===== config.mk =====
export PLATFORM = sky130hd
export DESIGN_NAME = capture_controller_flat
export DESIGN_NICKNAME = d
export VERILOG_FILES = /design/src/rtl/capture_pkg.sv /design/src/rtl/capture_controller_if.sv /design/src/rtl/down_counter.sv /design/src/rtl/capture_controller.sv /design/src/flat_wrapper.sv
export SDC_FILE = /design/constraint.sdc
export NUM_CORES = 1
export LEC_CHECK = 0
export CORE_MARGIN = 4
export CORE_UTILIZATION = 45
export DETAILED_ROUTE_END_ITERATION = 8
export GPL_TIMING_DRIVEN = 1
export PLACE_DENSITY = 0.82
export SLEW_MARGIN = 30
export SYNTH_ARGS = -nofsm -noshare
export SYNTH_HDL_FRONTEND = slang
export SYNTH_SLANG_ARGS = --single-unit

===== constraint.sdc =====
create_clock -name clk -period 2.7 [get_ports clk]
set_input_delay 0.405 -clock clk [delete_from_list [all_inputs] [get_ports clk]]
set_output_delay 0.405 -clock clk [all_outputs]
set_load 0.005 [all_outputs]

===== src/rtl/capture_pkg.sv =====
// Shared definitions for the capture controller: default widths, FSM state encoding
// and a small state-decode helper.
package capture_pkg;

    localparam int unsigned CAP_MDW = 32;
    localparam int unsigned CAP_MKW = CAP_MDW / 8;
    localparam int unsigned CAP_CW  = 16;

    typedef logic [2:0] state_t;

    localparam state_t StIdle   = 3'd0;
    localparam state_t StSample = 3'd1;
    localparam state_t StDelay  = 3'd2;
    localparam state_t StRead   = 3'd3;
    localparam state_t StWait   = 3'd4;
    localparam state_t StSend   = 3'd5;

    // True in the states that store incoming samples.
    function automatic logic is_capturing(input state_t s);
        return (s == StSample) || (s == StDelay);
    endfunction

endpackage


===== src/rtl/capture_controller_if.sv =====
// Stream bundle of the capture controller: sample input, SRAM write/read and the
// readback stream. master = the controller, slave = its environment.
interface capture_controller_if #(
    parameter int unsigned MDW = capture_pkg::CAP_MDW,
    parameter int unsigned MKW = capture_pkg::CAP_MKW
);

    logic           smp_tvalid;
    logic [MKW-1:0] smp_tkeep;
    logic [MDW-1:0] smp_tdata;
    logic           trigger;

    logic           mwr_tvalid;
    logic           mwr_tlast;
    logic [MKW-1:0] mwr_tkeep;
    logic [MDW-1:0] mwr_tdata;

    logic           mrd_tready;
    logic           mrd_tvalid;
    logic [MDW-1:0] mrd_tdata;

    logic           tx_tvalid;
    logic [MDW-1:0] tx_tdata;
    logic           tx_tready;

    modport master (
        input  smp_tvalid, smp_tkeep, smp_tdata, trigger,
        input  mrd_tvalid, mrd_tdata, tx_tready,
        output mwr_tvalid, mwr_tlast, mwr_tkeep, mwr_tdata,
        output mrd_tready, tx_tvalid, tx_tdata
    );

    modport slave (
        output smp_tvalid, smp_tkeep, smp_tdata, trigger,
        output mrd_tvalid, mrd_tdata, tx_tready,
        input  mwr_tvalid, mwr_tlast, mwr_tkeep, mwr_tdata,
        input  mrd_tready, tx_tvalid, tx_tdata
    );

endinterface


===== src/rtl/down_counter.sv =====
// Loadable down counter with a zero flag; it holds at zero instead of wrapping.
module down_counter #(
    parameter int unsigned W = 16
) (
    input  logic         clk,
    input  logic         rst,
    input  logic         load,
    input  logic [W-1:0] load_val,
    input  logic         dec,
    output logic         zero
);

    logic [W-1:0] count_q;

    // Load wins over decrement; decrement only while nonzero.
    always_ff @(posedge clk) begin
        if (rst) begin
            count_q <= '0;
        end else if (load) begin
            count_q <= load_val;
        end else if (dec && (count_q != '0)) begin
            count_q <= count_q - W'(1);
        end
    end

    assign zero = (count_q == '0);

endmodule


===== src/rtl/capture_controller.sv =====
// Capture controller: stores a sample stream into SRAM around a trigger, then reads
// the most recent words back (newest first) toward a transmitter.
// Optional feature: define CAPTURE_COUNT_EN to add the cap_count output.
module capture_controller
    import capture_pkg::*;
#(
    parameter int unsigned MDW = CAP_MDW,
    parameter int unsigned MKW = CAP_MKW,
    parameter int unsigned CW  = CAP_CW
) (
    input  logic          clk,
    input  logic          rst,
    input  logic          arm,
    input  logic          abort,
    input  logic [CW-1:0] cfg_fwd,
    input  logic [CW-1:0] cfg_rdc,
    output logic          init,
    output logic          busy,
`ifdef CAPTURE_COUNT_EN
    output logic [CW-1:0] cap_count,
`endif
    capture_controller_if.master bus
);

    state_t         state_q, state_d;
    logic           init_q;
    logic           mwr_tvalid_q, mwr_tlast_q;
    logic [MKW-1:0] mwr_tkeep_q;
    logic [MDW-1:0] mwr_tdata_q;
    logic           tx_tvalid_q;
    logic [MDW-1:0] tx_tdata_q;

    logic arm_ok, smp_write, last_write, fwd_dec, mrd_req, tx_hs;
    logic fwd_zero, rd_zero;

    // Decode per-cycle events; abort suppresses every one of them.
    always_comb begin
        arm_ok     = (state_q == StIdle) && arm && !abort;
        smp_write  = is_capturing(state_q) && bus.smp_tvalid && !abort;
        // In SAMPLE only the trigger sample can be last (cfg_fwd == 0); in DELAY the
        // sample taken while the counter already sits at zero closes the capture.
        last_write = smp_write && fwd_zero && ((state_q == StDelay) || bus.trigger);
        fwd_dec    = (state_q == StDelay) && smp_write;
        // Hold the read request while the final write is still on the bus.
        mrd_req    = (state_q == StRead) && !mwr_tvalid_q && !abort && !rst;
        tx_hs      = (state_q == StSend) && tx_tvalid_q && bus.tx_tready && !abort;
    end

    // Next-state logic.
    always_comb begin
        state_d = state_q;
        if (abort) begin
            state_d = StIdle;
        end else begin
            unique case (state_q)
                StIdle:   if (arm) state_d = StSample;
                StSample: if (smp_write && bus.trigger) state_d = fwd_zero ? StRead : StDelay;
                StDelay:  if (last_write) state_d = StRead;
                StRead:   if (mrd_req) state_d = StWait;
                StWait:   if (bus.mrd_tvalid) state_d = StSend;
                StSend:   if (tx_hs) state_d = rd_zero ? StIdle : StRead;
                default:  state_d = StIdle;
            endcase
        end
    end

    // State and registered outputs.
    always_ff @(posedge clk) begin
        if (rst) begin
            state_q      <= StIdle;
            init_q       <= 1'b0;
            mwr_tvalid_q <= 1'b0;
            mwr_tlast_q  <= 1'b0;
            mwr_tkeep_q  <= '0;
            mwr_tdata_q  <= '0;
            tx_tvalid_q  <= 1'b0;
            tx_tdata_q   <= '0;
        end else begin
            state_q      <= state_d;
            init_q       <= arm_ok;
            mwr_tvalid_q <= smp_write;
            mwr_tlast_q  <= last_write;
            if (smp_write) begin
                mwr_tkeep_q <= bus.smp_tkeep;
                mwr_tdata_q <= bus.smp_tdata;
            end
            if (abort) begin
                tx_tvalid_q <= 1'b0;
            end else if ((state_q == StWait) && bus.mrd_tvalid) begin
                tx_tvalid_q <= 1'b1;
                tx_tdata_q  <= bus.mrd_tdata;
            end else if (tx_hs) begin
                tx_tvalid_q <= 1'b0;
            end
        end
    end

    // Both counters take their configuration at arm, which doubles as the latch.
    down_counter #(
        .W(CW)
    ) u_fwd_cnt (
        .clk      (clk),
        .rst      (rst),
        .load     (arm_ok),
        .load_val (cfg_fwd),
        .dec      (fwd_dec),
        .zero     (fwd_zero)
    );

    down_counter #(
        .W(CW)
    ) u_rd_cnt (
        .clk      (clk),
        .rst      (rst),
        .load     (arm_ok),
        .load_val (cfg_rdc),
        .dec      (tx_hs),
        .zero     (rd_zero)
    );

`ifdef CAPTURE_COUNT_EN
    logic [CW-1:0] cap_count_q;

    // Count write beats since the last arm, saturating at all-ones.
    always_ff @(posedge clk) begin
        if (rst || arm_ok) begin
            cap_count_q <= '0;
        end else if (mwr_tvalid_q && (cap_count_q != '1)) begin
            cap_count_q <= cap_count_q + CW'(1);
        end
    end

    assign cap_count = cap_count_q;
`endif

    assign init           = init_q;
    assign busy           = (state_q != StIdle);
    assign bus.mwr_tvalid = mwr_tvalid_q;
    assign bus.mwr_tlast  = mwr_tlast_q;
    assign bus.mwr_tkeep  = mwr_tkeep_q;
    assign bus.mwr_tdata  = mwr_tdata_q;
    assign bus.mrd_tready = mrd_req;
    assign bus.tx_tvalid  = tx_tvalid_q;
    assign bus.tx_tdata   = tx_tdata_q;

endmodule


===== src/flat_wrapper.sv =====
// flat-port wrapper written by rule: the top's interface ports become plain ports
module capture_controller_flat import capture_pkg::*;
#(
    parameter int unsigned MDW = CAP_MDW,
    parameter int unsigned MKW = CAP_MKW,
    parameter int unsigned CW  = CAP_CW
)
  (clk, rst, arm, abort, cfg_fwd, cfg_rdc, init, busy, bus_smp_tvalid, bus_smp_tkeep, bus_smp_tdata, bus_trigger, bus_mrd_tvalid, bus_mrd_tdata, bus_tx_tready, bus_mwr_tvalid, bus_mwr_tlast, bus_mwr_tkeep, bus_mwr_tdata, bus_mrd_tready, bus_tx_tvalid, bus_tx_tdata);
  capture_controller_if #(.MDW(MDW), .MKW(MKW)) bus_i ();
  input  logic clk;
  input  logic rst;
  input  logic arm;
  input  logic abort;
  input  logic [CW-1:0] cfg_fwd;
  input  logic [CW-1:0] cfg_rdc;
  output logic init;
  output logic busy;
  input wire logic [$bits(bus_i.smp_tvalid)-1:0] bus_smp_tvalid;
  input wire logic [$bits(bus_i.smp_tkeep)-1:0] bus_smp_tkeep;
  input wire logic [$bits(bus_i.smp_tdata)-1:0] bus_smp_tdata;
  input wire logic [$bits(bus_i.trigger)-1:0] bus_trigger;
  input wire logic [$bits(bus_i.mrd_tvalid)-1:0] bus_mrd_tvalid;
  input wire logic [$bits(bus_i.mrd_tdata)-1:0] bus_mrd_tdata;
  input wire logic [$bits(bus_i.tx_tready)-1:0] bus_tx_tready;
  output wire logic [$bits(bus_i.mwr_tvalid)-1:0] bus_mwr_tvalid;
  output wire logic [$bits(bus_i.mwr_tlast)-1:0] bus_mwr_tlast;
  output wire logic [$bits(bus_i.mwr_tkeep)-1:0] bus_mwr_tkeep;
  output wire logic [$bits(bus_i.mwr_tdata)-1:0] bus_mwr_tdata;
  output wire logic [$bits(bus_i.mrd_tready)-1:0] bus_mrd_tready;
  output wire logic [$bits(bus_i.tx_tvalid)-1:0] bus_tx_tvalid;
  output wire logic [$bits(bus_i.tx_tdata)-1:0] bus_tx_tdata;
  assign bus_i.smp_tvalid = bus_smp_tvalid;
  assign bus_i.smp_tkeep = bus_smp_tkeep;
  assign bus_i.smp_tdata = bus_smp_tdata;
  assign bus_i.trigger = bus_trigger;
  assign bus_i.mrd_tvalid = bus_mrd_tvalid;
  assign bus_i.mrd_tdata = bus_mrd_tdata;
  assign bus_i.tx_tready = bus_tx_tready;
  assign bus_mwr_tvalid = bus_i.mwr_tvalid;
  assign bus_mwr_tlast = bus_i.mwr_tlast;
  assign bus_mwr_tkeep = bus_i.mwr_tkeep;
  assign bus_mwr_tdata = bus_i.mwr_tdata;
  assign bus_mrd_tready = bus_i.mrd_tready;
  assign bus_tx_tvalid = bus_i.tx_tvalid;
  assign bus_tx_tdata = bus_i.tx_tdata;
  capture_controller #(.MDW(MDW), .MKW(MKW), .CW(CW)) u_core (.clk(clk), .rst(rst), .arm(arm), .abort(abort), .cfg_fwd(cfg_fwd), .cfg_rdc(cfg_rdc), .init(init), .busy(busy), .bus(bus_i));
endmodule

Yosys cells after proc, flatten, opt, wreduce, memory -nomap -nowiden
Index checks and enable logic that the tools add are counted.
Word-level totals
  bits in registers: 107
  input port bits: 108
  logic and storage cells: 73
Operators by class
  multiplexer cells: 15
  reduce and logical (&&, ||, !) cells: 34
  bitwise gates (word level): 1
  eq/ne operators: 11
  $add $sub $neg: 2
Operator list (number)
  two-way mux 16 bit: 4
  zero test 16 bit: 2
  nonzero test 16 bit: 2
  subtractor 16 x 1 -> 16 bit, second input constant: 2
  two-way mux 3 bit: 6
  one-hot mux 3 bit (6 select lines): 1
  logical AND 1 bit: 17
  inequality test 2 bit, second input constant: 5
  equality test 3 x 2 -> 1 bit, second input constant: 2
  equality test 3 bit, second input constant: 2
  AND reduction 6 bit: 1
  nonzero test 2 bit: 3
  equality test 3 x 1 -> 1 bit, second input constant: 1
  zero test 1 bit: 3
  zero test 3 bit: 1
  two-way mux 1 bit: 3
  nonzero test 3 bit: 1
  logical OR 1 bit: 2
  two-way mux 2 bit: 1
  inequality test 2 x 1 -> 1 bit, second input constant: 1
  AND reduction 2 bit: 1
  OR reduction 2 bit: 1
  inverter 1 bit: 1

Longest topological paths before layout
  depth in word-level cells: 8
  depth in mapped cells: 8

Cells and area by module
A second synthesis with hierarchy kept.
Second synthesis, totals
  cells, all modules: 581
  area, all modules: 4748.3 sq um
By module, submodules not included
  capture_controller: cells each 353, times used 1, area an instance 2859.0 sq um
  down_counter: cells each 114, times used 2, area an instance 944.7 sq um

Worst setup path after synthesis
Ideal clock, no wire load.
  path type: reg2reg
  start point: register u_core.u_rd_cnt.count_q[0]
  end point: register u_core.u_rd_cnt.count_q[9]
  path slack: 771 ps
  required time: 2609 ps
  arrival: 1838 ps
  cell stages (with the launch flop): 8
  path buffers: 1
  path through: dfxtp_1 inv_1 ha_1 nor3b_1 and4b_2 buf_6 or4_1 a311oi_1
Between the ends
  cells in the longest elaborated chain, start to end: 3
  elaborated cells on any way between the ends: 6
  classes of those cells: 1 x add/sub; 2 x mux; 3 x reduce/logical
Ends and longest elaborated chain
  start: declaration: line down_counter.sv:13  | logic [W-1:0] count_q;
  start signal: assignment: line down_counter.sv:20  | count_q <= load_val;
  start signal: assignment: line down_counter.sv:22  | count_q <= count_q - W'(1);
  subtractor 16 x 1 -> 16 bit or nonzero test 16 bit (tied branches): line down_counter.sv:22, down_counter.sv:21
  two-way mux 16 bit or logical AND 1 bit (tied branches): line down_counter.sv:21  | end else if (dec && (count_q != '0)) begin
  two-way mux 16 bit or nonzero test 2 bit (tied branches)
Several ways; a longest one is shown, not always the timed one. The select of a mux whose other input is x is not followed.
A chain may end at the register's enable or synchronous reset.

Worst setup path after layout
  start point: register u_core.state_q[2]
  end point: output port busy
Between the ends
  cells in the longest elaborated chain, start to end: 1
Ends and longest elaborated chain
  start: declaration: line capture_controller.sv:25  | state_t state_q, state_d;
  start signal: assignment: line capture_controller.sv:70  | state_q <= StIdle;
  start signal: assignment: line capture_controller.sv:79  | state_q <= state_d;
  nonzero test 3 bit: line capture_controller.sv:137  | assign busy = (state_q != StIdle);
  end: declaration: line flat_wrapper.sv:17  | output logic busy;
Every way passes these cells.

==> metrics.cfg <==
[pwr]
p_int_uw = 2440
power.switching_uw = 909
swShare_pct = 27.2
p_per_area_mw_per_mm2 = 468
power.total_uw = 3340
seq_power_share_pct = 50.9
power.leakage_uw = 0.00237
pwr-share-comb_pct = 18.8
clkPwrFrac_pct = 30.3
irDropWorstVdd_uv = 365

[place]
numPortBuffers = 181
place_hpwl_mm = 11.1
post_dp_cell_area_sq_mm = 0.00694
place.gp.congestion = 0.931

[logic_synthesis]
async_flop_share_pct = 0
synth_fp_nets = 744
ys_warn_count = 0
yosys-top-cells-area = dfxtp_1, nand2_1, a21oi_1
synth_most_common_cell = nand2_1
syn_area_sq_mm = 0.00503
synth_cell_types = 65
synth_common_cells = nand2_1, dfxtp_1, a21oi_1
avgSynthCellArea_sq_um = 7.95
synth_top_area_share_pct = 42.6
synth_largest_area_cell = dfxtp_1
yosysSeqAreaShare_pct = 42.6
netlist_instances = 632
synth-seq-cells = 107
synth_edf_count = 0
ys.flop_type = dfxtp_1

[worst_setup_path]
crit_type = register to output port
r2r-start = u_core.u_rd_cnt.count_q[0]$_SDFFE_PP0P_
crit_slowest_cell = nor3_1
max_stage_delay_ns = 0.51
crit_fanout = 15
worstPathCellList = nor3_1, inv_2, clkdlybuf4s50_1
reg2reg_to = u_core.u_rd_cnt.count_q[13]$_SDFFE_PP0P_
cp.required_ns = 2.30
startpoint_type = register
rrSetupSlack_ns = 0.41
r2r_cells = 6
endpoint_kind = output port
arrival_ns = 2.02

[die]
die-height_um = 114
start_util_pct = 46.2
num_rows = 38
dieArea_sq_mm = 0.0129
fp.coreArea_sq_mm = 0.0109
die_w_um = 114
ios = 182

[clocking]
clk_pin_slew_worst_paths_ns = 0.10
post_cts_buffers = 0
hold_buffers = 0
numCtsBuffers = 9
post_cts_resized = 0
cts_tree = done
clk_latency_ns = 0.36
cts_buffer_depth = 2
cts-root-buf = clkbuf_8
ctsHtreeMaxLevel = 3
clock-sinks = 107

[final_layout]
synthToLayoutAreaGrowth_pct = 42.1
drive_gt1_share_pct = 6.13
final_area_sq_mm = 0.00714
fill_cells = 946
nets = 908
antennaDiodeCount = 0

[grt]
grt_pass1_vias = 5060
grt_max_degree = 84
grt_pass1_wl_mm = 24.6
gr-total-overflow = 0
antenna_found_initial = 0
grt.total_usage_pct = 23.0

[sta]
setup_violations = 0
fin_setup_tns_ns = 0
finalHoldViolCount = 0
fin_crit_ns = 2.43
fin_crit_sh_pct = 89.9
fin_worst_hold_slack_ns = 0.458
fmax_mhz = 412
slew_viol_final = 0
tightest_slew_ns = 0.875
slew_headroom_pct = 41.7
clock_skew_ns = 0.0105
rsz0062_at_grt = false

[flow_run]
max-cap-violations = 0

[min_path]
min_path_type = register to register
whs_endpoint = u_core.bus.mwr_tdata[3]$_SDFFE_PP0N_
holdPathStages = 2
min-delay-start = u_core.bus.mwr_tdata[3]$_SDFFE_PP0N_

[route]
ant_nets = 0
drt-met1-wl_mm = 6.12
drtIter0Drc = 352
wl_met2_mm = 7.37
post_drt_wl_per_cell_um = 16.0
dr_total_vias = 5254
drt-total-wl_mm = 15.1
met3_length_mm = 1.20
vias_per_cell = 5.59
top_layer = met4
firstDrtPassIters = 7
drcViolationCount = 0

[outcome]
status = complete, no violations

-- layout make-up --
class	count	area (sq um)	share of cell area (%)
Clock buffer	12	155	2.17
Tap cell	140	175	2.45
Timing Repair Buffer	195	1910	26.8
Multi-Input combinational cell	468	2650	37.1
Sequential cell	107	2140	30.0
Inverter	15	56.3	0.788
Clock inverter	3	47.5	0.666
-- per-stage QoR --
stage / util (%) / std cells / setup slack, ns
floorplan: - / 632 / 0.771
global placement: 63.7 / 925 / 0.355
detailed placement: 63.7 / 925 / 0.251
CTS: 65.6 / 940 / 0.244
global route: 65.6 / 940 / 0.122
finish: 65.6 / 940 / 0.273
-- cells by family after synthesis --
kind of cell	Yosys count	synth area share, %
compound gates	147	19.8
simple gates	316	31.5
fa+ha+maj	4	0.996
flops	107	42.6
xor+xnor	1	0.174
buf+inv	57	4.88
-- power groups by stage --
| stage | registers [uW] | clock network (uW) | logic (uW) |
|---|---|---|---|
| 2_1_floorplan | 1720 | 0 | 361 |
| 3_3_place_gp | 1730 | 0 | 606 |
| 3_5_place_dp | 1740 | 0 | 623 |
| 4_1_cts | 1700 | 1030 | 627 |
| 5_1_grt | 1710 | 1100 | 693 |
| 6_report | 1700 | 1010 | 628 |
-- critical path: cells and delay by family, from the launching register on --
kind	cells	cell delay [ns]
buffers and inverters	2	0.70
flip-flops	1	0.47
AND/OR/NAND/NOR	1	0.51
-- flip-flops by register name, summed over array words and instances, names as in the netlist --
name	count
u_core.bus.mwr_tdata	32
u_core.bus.tx_tdata	32
u_core.bus.mwr_tkeep	4
u_core.bus.mwr_tvalid	1
u_core.init	1
u_core.state_q	3
u_core.u_fwd_cnt.count_q	16
u_core.u_rd_cnt.count_q	16
u_core.bus.mwr_tlast	1
u_core.bus.tx_tvalid	1
-- routing by layer --
| metal | vias up | GRT usage [%] |
|---|---|---|
| li1 | 2603 | - |
| met1 | 2416 | 29.0 |
| met2 | 209 | 37.5 |
| met3 | 26 | 6.21 |
| met4 | 0 | 9.21 |
| met5 | - | 0 |
-- worst max-delay path by stage --
stage                                            startpoint                                  endpoint
finish                       u_core.state_q[2]$_SDFFE_PP0P_                                      busy
global route                 u_core.state_q[2]$_SDFFE_PP0P_                                      busy
CTS                          u_core.state_q[2]$_SDFFE_PP0P_                                      busy
detailed placement                                    abort  u_core.u_rd_cnt.count_q[13]$_SDFFE_PP0P_
global placement                                      abort  u_core.u_rd_cnt.count_q[15]$_SDFFE_PP0P_
floorplan           u_core.u_rd_cnt.count_q[0]$_SDFFE_PP0P_   u_core.u_rd_cnt.count_q[9]$_SDFFE_PP0P_
-- cell usage in the layout, fill, tap and decap left out, types with 6 or more instances in the layout --
cell,n
clkdlybuf4s50_1,180
nand2_1,144
dfxtp_1,107
a21oi_1,69
nor2_1,44
a311oi_1,20
or4_1,17
nor3_1,16
buf_4,15
inv_1,14
nand3_1,13
o31ai_1,13
nand4_1,13
nand2b_1,12
or3_1,12
clkbuf_8,11
nor2b_1,7
nor4_1,6
Power figures use the tool's default switching activity.
